## src/rtl/multicycle_control.sv

```systemverilog
// Multicycle CPU control FSM: fetch/decode/execute sequencing with wait-state timeout.
// Latency: beq 3, R-type/addi/sw 4, lw 5 cycles with mem_ready held high.
// Backpressure: FETCH, MEMRD and MEMWR stall on mem_ready=0; a stall of TIMEOUT cycles faults.
module multicycle_control #(
  parameter int TIMEOUT = 15,
  parameter int CNT_W   = 32
) (
  input  logic             clk,
  input  logic             rst_n,
  input  logic [6:0]       opcode,
  input  logic             mem_ready,
  output logic             PCWrite,
  output logic             IRWrite,
  output logic             IorD,
  output logic             MemRead,
  output logic             MemWrite,
  output logic             RegWrite,
  output logic             MemtoReg,
  output logic             ALUSrcA,
  output logic [1:0]       ALUSrcB,
  output logic [1:0]       ALUOp,
  output logic             Branch,
  output logic             instr_done,
  output logic [CNT_W-1:0] instret,
  output logic             fault,
  output logic [3:0]       state_o
);

  typedef enum logic [3:0] {
    FETCH  = 4'd0,
    DECODE = 4'd1,
    MEMADR = 4'd2,
    MEMRD  = 4'd3,
    MEMWB  = 4'd4,
    MEMWR  = 4'd5,
    EXEC   = 4'd6,
    IEXEC  = 4'd7,
    ALUWB  = 4'd8,
    BRANCH = 4'd9,
    FAULT  = 4'd10
  } state_t;

  localparam logic [6:0] OP_LW  = 7'b0000011;
  localparam logic [6:0] OP_SW  = 7'b0100011;
  localparam logic [6:0] OP_R   = 7'b0110011;
  localparam logic [6:0] OP_I   = 7'b0010011;
  localparam logic [6:0] OP_BEQ = 7'b1100011;

  // Counter only needs to reach TIMEOUT; a 1-bit stub remains when the timeout is disabled.
  localparam int              WAIT_W    = (TIMEOUT > 0) ? $clog2(TIMEOUT + 1) : 1;
  localparam logic [WAIT_W-1:0] TIMEOUT_V = WAIT_W'(TIMEOUT);
  localparam logic            TO_EN     = (TIMEOUT > 0);

  state_t            state, state_next;
  logic [6:0]        op_q;
  logic [WAIT_W-1:0] wait_cnt;
  logic [WAIT_W-1:0] wait_inc;
  logic              waiting;
  logic              timeout_hit;

  assign state_o     = state;
  assign waiting     = ((state == FETCH) || (state == MEMRD) || (state == MEMWR)) && !mem_ready;
  assign wait_inc    = wait_cnt + 1'b1;
  assign timeout_hit = TO_EN && waiting && (wait_inc == TIMEOUT_V);

  // State register plus latched opcode, wait counter, retire counter and sticky fault.
  always_ff @(posedge clk) begin
    if (!rst_n) begin
      state    <= FETCH;
      op_q     <= '0;
      wait_cnt <= '0;
      instret  <= '0;
      fault    <= 1'b0;
    end else begin
      state <= state_next;
      if (state == DECODE) op_q <= opcode;
      if (state_next != state)     wait_cnt <= '0;
      else if (waiting && TO_EN)   wait_cnt <= wait_inc;
      if (instr_done) instret <= instret + CNT_W'(1);
      if (state_next == FAULT) fault <= 1'b1;
    end
  end

  // Next-state selection; a wait-state timeout overrides every other transition.
  always_comb begin
    state_next = state;
    case (state)
      FETCH:  if (mem_ready) state_next = DECODE;
      DECODE: begin
        case (opcode)
          OP_LW, OP_SW: state_next = MEMADR;
          OP_R:         state_next = EXEC;
          OP_I:         state_next = IEXEC;
          OP_BEQ:       state_next = BRANCH;
          default:      state_next = FAULT;
        endcase
      end
      MEMADR: state_next = (op_q == OP_SW) ? MEMWR : MEMRD;
      MEMRD:  if (mem_ready) state_next = MEMWB;
      MEMWB:  state_next = FETCH;
      MEMWR:  if (mem_ready) state_next = FETCH;
      EXEC:   state_next = ALUWB;
      IEXEC:  state_next = ALUWB;
      ALUWB:  state_next = FETCH;
      BRANCH: state_next = FETCH;
      FAULT:  state_next = FAULT;
      default: state_next = FAULT;
    endcase
    if (timeout_hit) state_next = FAULT;
  end

  // Control decode from state; write enables and retire pulse are suppressed during reset.
  always_comb begin
    PCWrite    = 1'b0;
    IRWrite    = 1'b0;
    IorD       = 1'b0;
    MemRead    = 1'b0;
    MemWrite   = 1'b0;
    RegWrite   = 1'b0;
    MemtoReg   = 1'b0;
    ALUSrcA    = 1'b0;
    ALUSrcB    = 2'b00;
    ALUOp      = 2'b00;
    Branch     = 1'b0;
    instr_done = 1'b0;
    case (state)
      FETCH: begin
        MemRead = 1'b1;
        ALUSrcB = 2'b01;
        PCWrite = mem_ready;
        IRWrite = mem_ready;
      end
      DECODE: ALUSrcB = 2'b10;
      MEMADR: begin
        ALUSrcA = 1'b1;
        ALUSrcB = 2'b10;
      end
      MEMRD: begin
        IorD    = 1'b1;
        MemRead = 1'b1;
      end
      MEMWB: begin
        RegWrite   = 1'b1;
        MemtoReg   = 1'b1;
        instr_done = 1'b1;
      end
      MEMWR: begin
        IorD       = 1'b1;
        MemWrite   = 1'b1;
        instr_done = mem_ready;
      end
      EXEC: begin
        ALUSrcA = 1'b1;
        ALUOp   = 2'b10;
      end
      IEXEC: begin
        ALUSrcA = 1'b1;
        ALUSrcB = 2'b10;
        ALUOp   = 2'b11;
      end
      ALUWB: begin
        RegWrite   = 1'b1;
        instr_done = 1'b1;
      end
      BRANCH: begin
        ALUSrcA    = 1'b1;
        ALUOp      = 2'b01;
        Branch     = 1'b1;
        instr_done = 1'b1;
      end
      default: ;
    endcase
    if (!rst_n) begin
      PCWrite    = 1'b0;
      IRWrite    = 1'b0;
      MemRead    = 1'b0;
      MemWrite   = 1'b0;
      RegWrite   = 1'b0;
      instr_done = 1'b0;
    end
  end

endmodule

```

## config.mk

```make
export PLATFORM = sky130hd
export DESIGN_NAME = multicycle_control
export DESIGN_NICKNAME = d
export VERILOG_FILES = /design/src/rtl/multicycle_control.sv
export SDC_FILE = /design/constraint.sdc
export NUM_CORES = 1
export LEC_CHECK = 0
export CAP_MARGIN = 20
export CORE_MARGIN = 2
export CORE_UTILIZATION = 40
export DETAILED_ROUTE_END_ITERATION = 10
export DONT_BUFFER_PORTS = 1
export GPL_TIMING_DRIVEN = 1
export PLACE_DENSITY = 0.65
export SYNTH_ARGS = -nofsm -noshare
export SYNTH_HDL_FRONTEND = slang
export SYNTH_SLANG_ARGS = --single-unit
```

## constraint.sdc

```tcl
create_clock -name clk -period 2.15 [get_ports clk]
set_clock_uncertainty 0.05 [all_clocks]
set_input_delay 0.3225 -clock clk [delete_from_list [all_inputs] [get_ports clk]]
set_output_delay 0.3225 -clock clk [all_outputs]
set_load 0.03 [all_outputs]
```

==> results.yml <==
setup_path:
  r2r-start: "instret[6]"
  cpPeakStageDelay_ns: 0.59
  critPathMaxFanout: 7
  r2r_setup_slack_ns: 0.02
  cp.arrival_ns: 2.32
  cp_slowest_cell: "or4_4"
  r2r_end: "instret[21]"
  end_kind: "flop"
  crit_type: "flop to flop"
  r2r_cells: 5
  crit_required_ns: 2.34
  cp_cell_sequence: "and4_4, nand3_4, or4_4, or4_1, a21oi_1"
  cp-start-kind: "flop"
floorplan:
  pin_count: 61
  dieArea_um2: 7230
  fp.dieH_um: 85.0
  start_util_pct: 41.4
  row_count: 29
  die_x_um: 85.0
  core_region_area_um2: 6350
timing:
  fmax_ghz: 0.469
  postLayoutSetupSlackWorst_ns: 0.0194
  rsz0062_at_grt: "true"
  final_hold_viol_count: 0
  worstMarginPinSlew_ns: 0.547
  finalCritPeriodShare_pct: 99.1
  min_period_ns: 2.13
  finalSetupViolCount: 0
  drv_slew: 0
  relSlewSlack_pct: 63.0
clock_network:
  clk_latency_ns: 0.31
  cts_root_buffer: "clkbuf_8"
  cts_tree: "built"
  cts_buffers: 5
  htreeDepth: 2
  cts_sinks: 48
  cts_buffer_depth: 2
  clkTransAtPathRegs_ns: 0.09
  cts_hold_buf: 0
detailed_routing:
  postRouteAntennaNets: 0
  dr.pass1.iters: 4
  drtIter0Drc: 117
  num_vias: 2632
  routed_via_density: 5.78
  wl_per_cell_um: 15.7
  finalWirelength_mm: 7.16
  drcViolationCount: 0
final_layout:
  fin_area_um2: 3320
  final_cells: 455
  n_antenna_cell: 0
  layout_commonest_cell: "buf_4"
  final_cell_mix: "58 x buf_4, 38 x dfxtp_1, 37 x a21oi_1"
  fillerInstances: 610
  num-nets-final: 391
  drive_above_1_share_pct: 27.0
  syn2layout_area_growth_pct: 26.3
  final_core_util_pct: 52.2
synthesis:
  synth_ff_type: "dfxtp_1"
  ys_ff_latch: 48
  syn_area_um2: 2630
  syn-instance-count: 331
  seq_area_frac_synth_pct: 36.6
  synth_edf_count: 0
  synth_fp_nets: 344
  postSynthAreaPerCell_um2: 7.93
  ys_warn_count: 0
  synth_cell_types: 52
  async_reset_ff_share_pct: 0
place:
  dp_hpwl_mm: 4.91
  placed_area_um2: 3120
  pre_cts_slack_ns: 0.0306
  place.gp.congestion: 0.822
  io_buffers: 0
  dpl.cell_count: 443
worst_hold_path:
  holdCritStartpoint: "rst_n"
  min_to: "fault"
  hold_path_depth: 1
  worstHoldPathType: "input pin to flop"
power_and_ir_drop:
  p_leak_nw: 1.15
  p_sw_mw: 0.540
  p_per_area_nw_per_um2: 578
  swShare_pct: 28.1
  max-vdd-ir-drop_uv: 334
  seq_power_share_pct: 48.6
  clockPowerShare_pct: 33.8
  p_int_mw: 1.38
  fin_total_pwr_mw: 1.92
  combPwrFrac_pct: 17.6
flow_run:
  drv_cap: 0
grt:
  antenna_found_initial: 0
  grt_pass1_wl_mm: 11.0
  grtUsageTotal_pct: 18.6
  grt_pass1_vias: 2438
  grt_overflow: 0
  grt_start_max_net_pins: 26
outcome:
  status: "finished clean"
==> metrics by stage <==
stage | setup TNS, ns | hold WS, ns
after floorplan | -0.331 | 0.381
after global placement | 0 | 0.392
after detailed placement | 0 | 0.399
after CTS | 0 | 0.0763
after global routing | -0.0317 | 0.0748
final | 0 | 0.0813
==> routing by layer <==
metal | vias up | share of wire [%] | GRT usage, %
met5 | - | 0 | 0
met4 | 0 | 1.5 | 6.64
met3 | 12 | 7.9 | 5.35
met2 | 86 | 48 | 31.0
met1 | 1210 | 43 | 23.0
li1 | 1324 | - | -
==> worst max-delay path, delay by kind of cell (launching register included) <==
family	cells	cell delay, ns
AND/OR/NAND/NOR	4	1.50
flip-flops	1	0.35
AO/OA/AOI/OAI	1	0.17
==> sequential cells by signal, indices dropped and copies added, names as in the netlist <==
| name | cells |
|---|---|
| fault | 1 |
| instret | 32 |
| op_q | 7 |
| state_o | 4 |
| wait_cnt | 4 |
==> layout make-up <==
type	instances	area [um2]	share of cell area, %
tap	77	96.3	2.90
clock inverter	1	30.0	0.905
sequential	48	991	29.9
timing repair buffer	59	447	13.5
clock buffer	6	72.6	2.19
multi-input combinational	252	1640	49.3
inverter	12	45.0	1.36
==> logic make-up after synthesis <==
logic type                 synth area share, %
AOI/OAI and AO/OA                         18.5
xor gates and xnor gates                  3.67
adders and majority gates                 1.43
buffers and inverters                     6.00
DFF                                       36.6
muxes                                    0.762
and+or+nand+nor                           33.1
==> worst max-delay path by stage <==
stage               start     endpoint  depth (start not counted)
3_3_place_gp   instret[6]  instret[20]                          5
2_1_floorplan  state_o[3]  instret[24]                          8
5_1_grt        instret[5]  instret[21]                          5
3_5_place_dp   instret[6]  instret[21]                          5
4_1_cts        instret[6]  instret[20]                          5
6_report       instret[6]  instret[21]                          5
==> timing repair <==
action / in CTS / in global routing
resized for setup: 1 / 15
gates cloned: 0 / 4
endpoints found under the setup margin: 1 / 17
pin swaps: 0 / 7
setup buffers: 0 / 1
==> Yosys cell counts (4+ instances only) <==
| master | count | share of area, % |
|---|---|---|
| clkbuf_1 | 18 | 2.6 |
| nor2_1 | 21 | 3.0 |
| nor2b_1 | 5 | 1.2 |
| nand4_1 | 6 | 1.4 |
| nor3_1 | 12 | 2.3 |
| or2_2 | 4 | 0.95 |
| or4_1 | 16 | 4.6 |
| xnor2_1 | 9 | 3.0 |
| and3_1 | 4 | 0.95 |
| nand2b_1 | 7 | 1.7 |
| dfxtp_1 | 48 | 37 |
| o31ai_1 | 15 | 4.3 |
| nand2_1 | 28 | 4.0 |
| nand3_1 | 15 | 2.9 |
| a21oi_1 | 38 | 7.2 |
| o21ai_0 | 12 | 2.3 |
| inv_1 | 11 | 1.6 |
| nor4_1 | 5 | 1.2 |
| or3_1 | 10 | 2.4 |
==> power groups by stage <==
| stage | clock (mW) | sequential (mW) | combinational (mW) |
|---|---|---|---|
| after global placement | 0 | 0.949 | 0.329 |
| after floorplan | 0 | 0.958 | 0.228 |
| after detailed placement | 0 | 0.951 | 0.331 |
| after CTS | 0.660 | 0.931 | 0.332 |
| final | 0.648 | 0.933 | 0.337 |
| after global routing | 0.693 | 0.936 | 0.365 |
No activity file was read; power rests on OpenSTA's default activity.
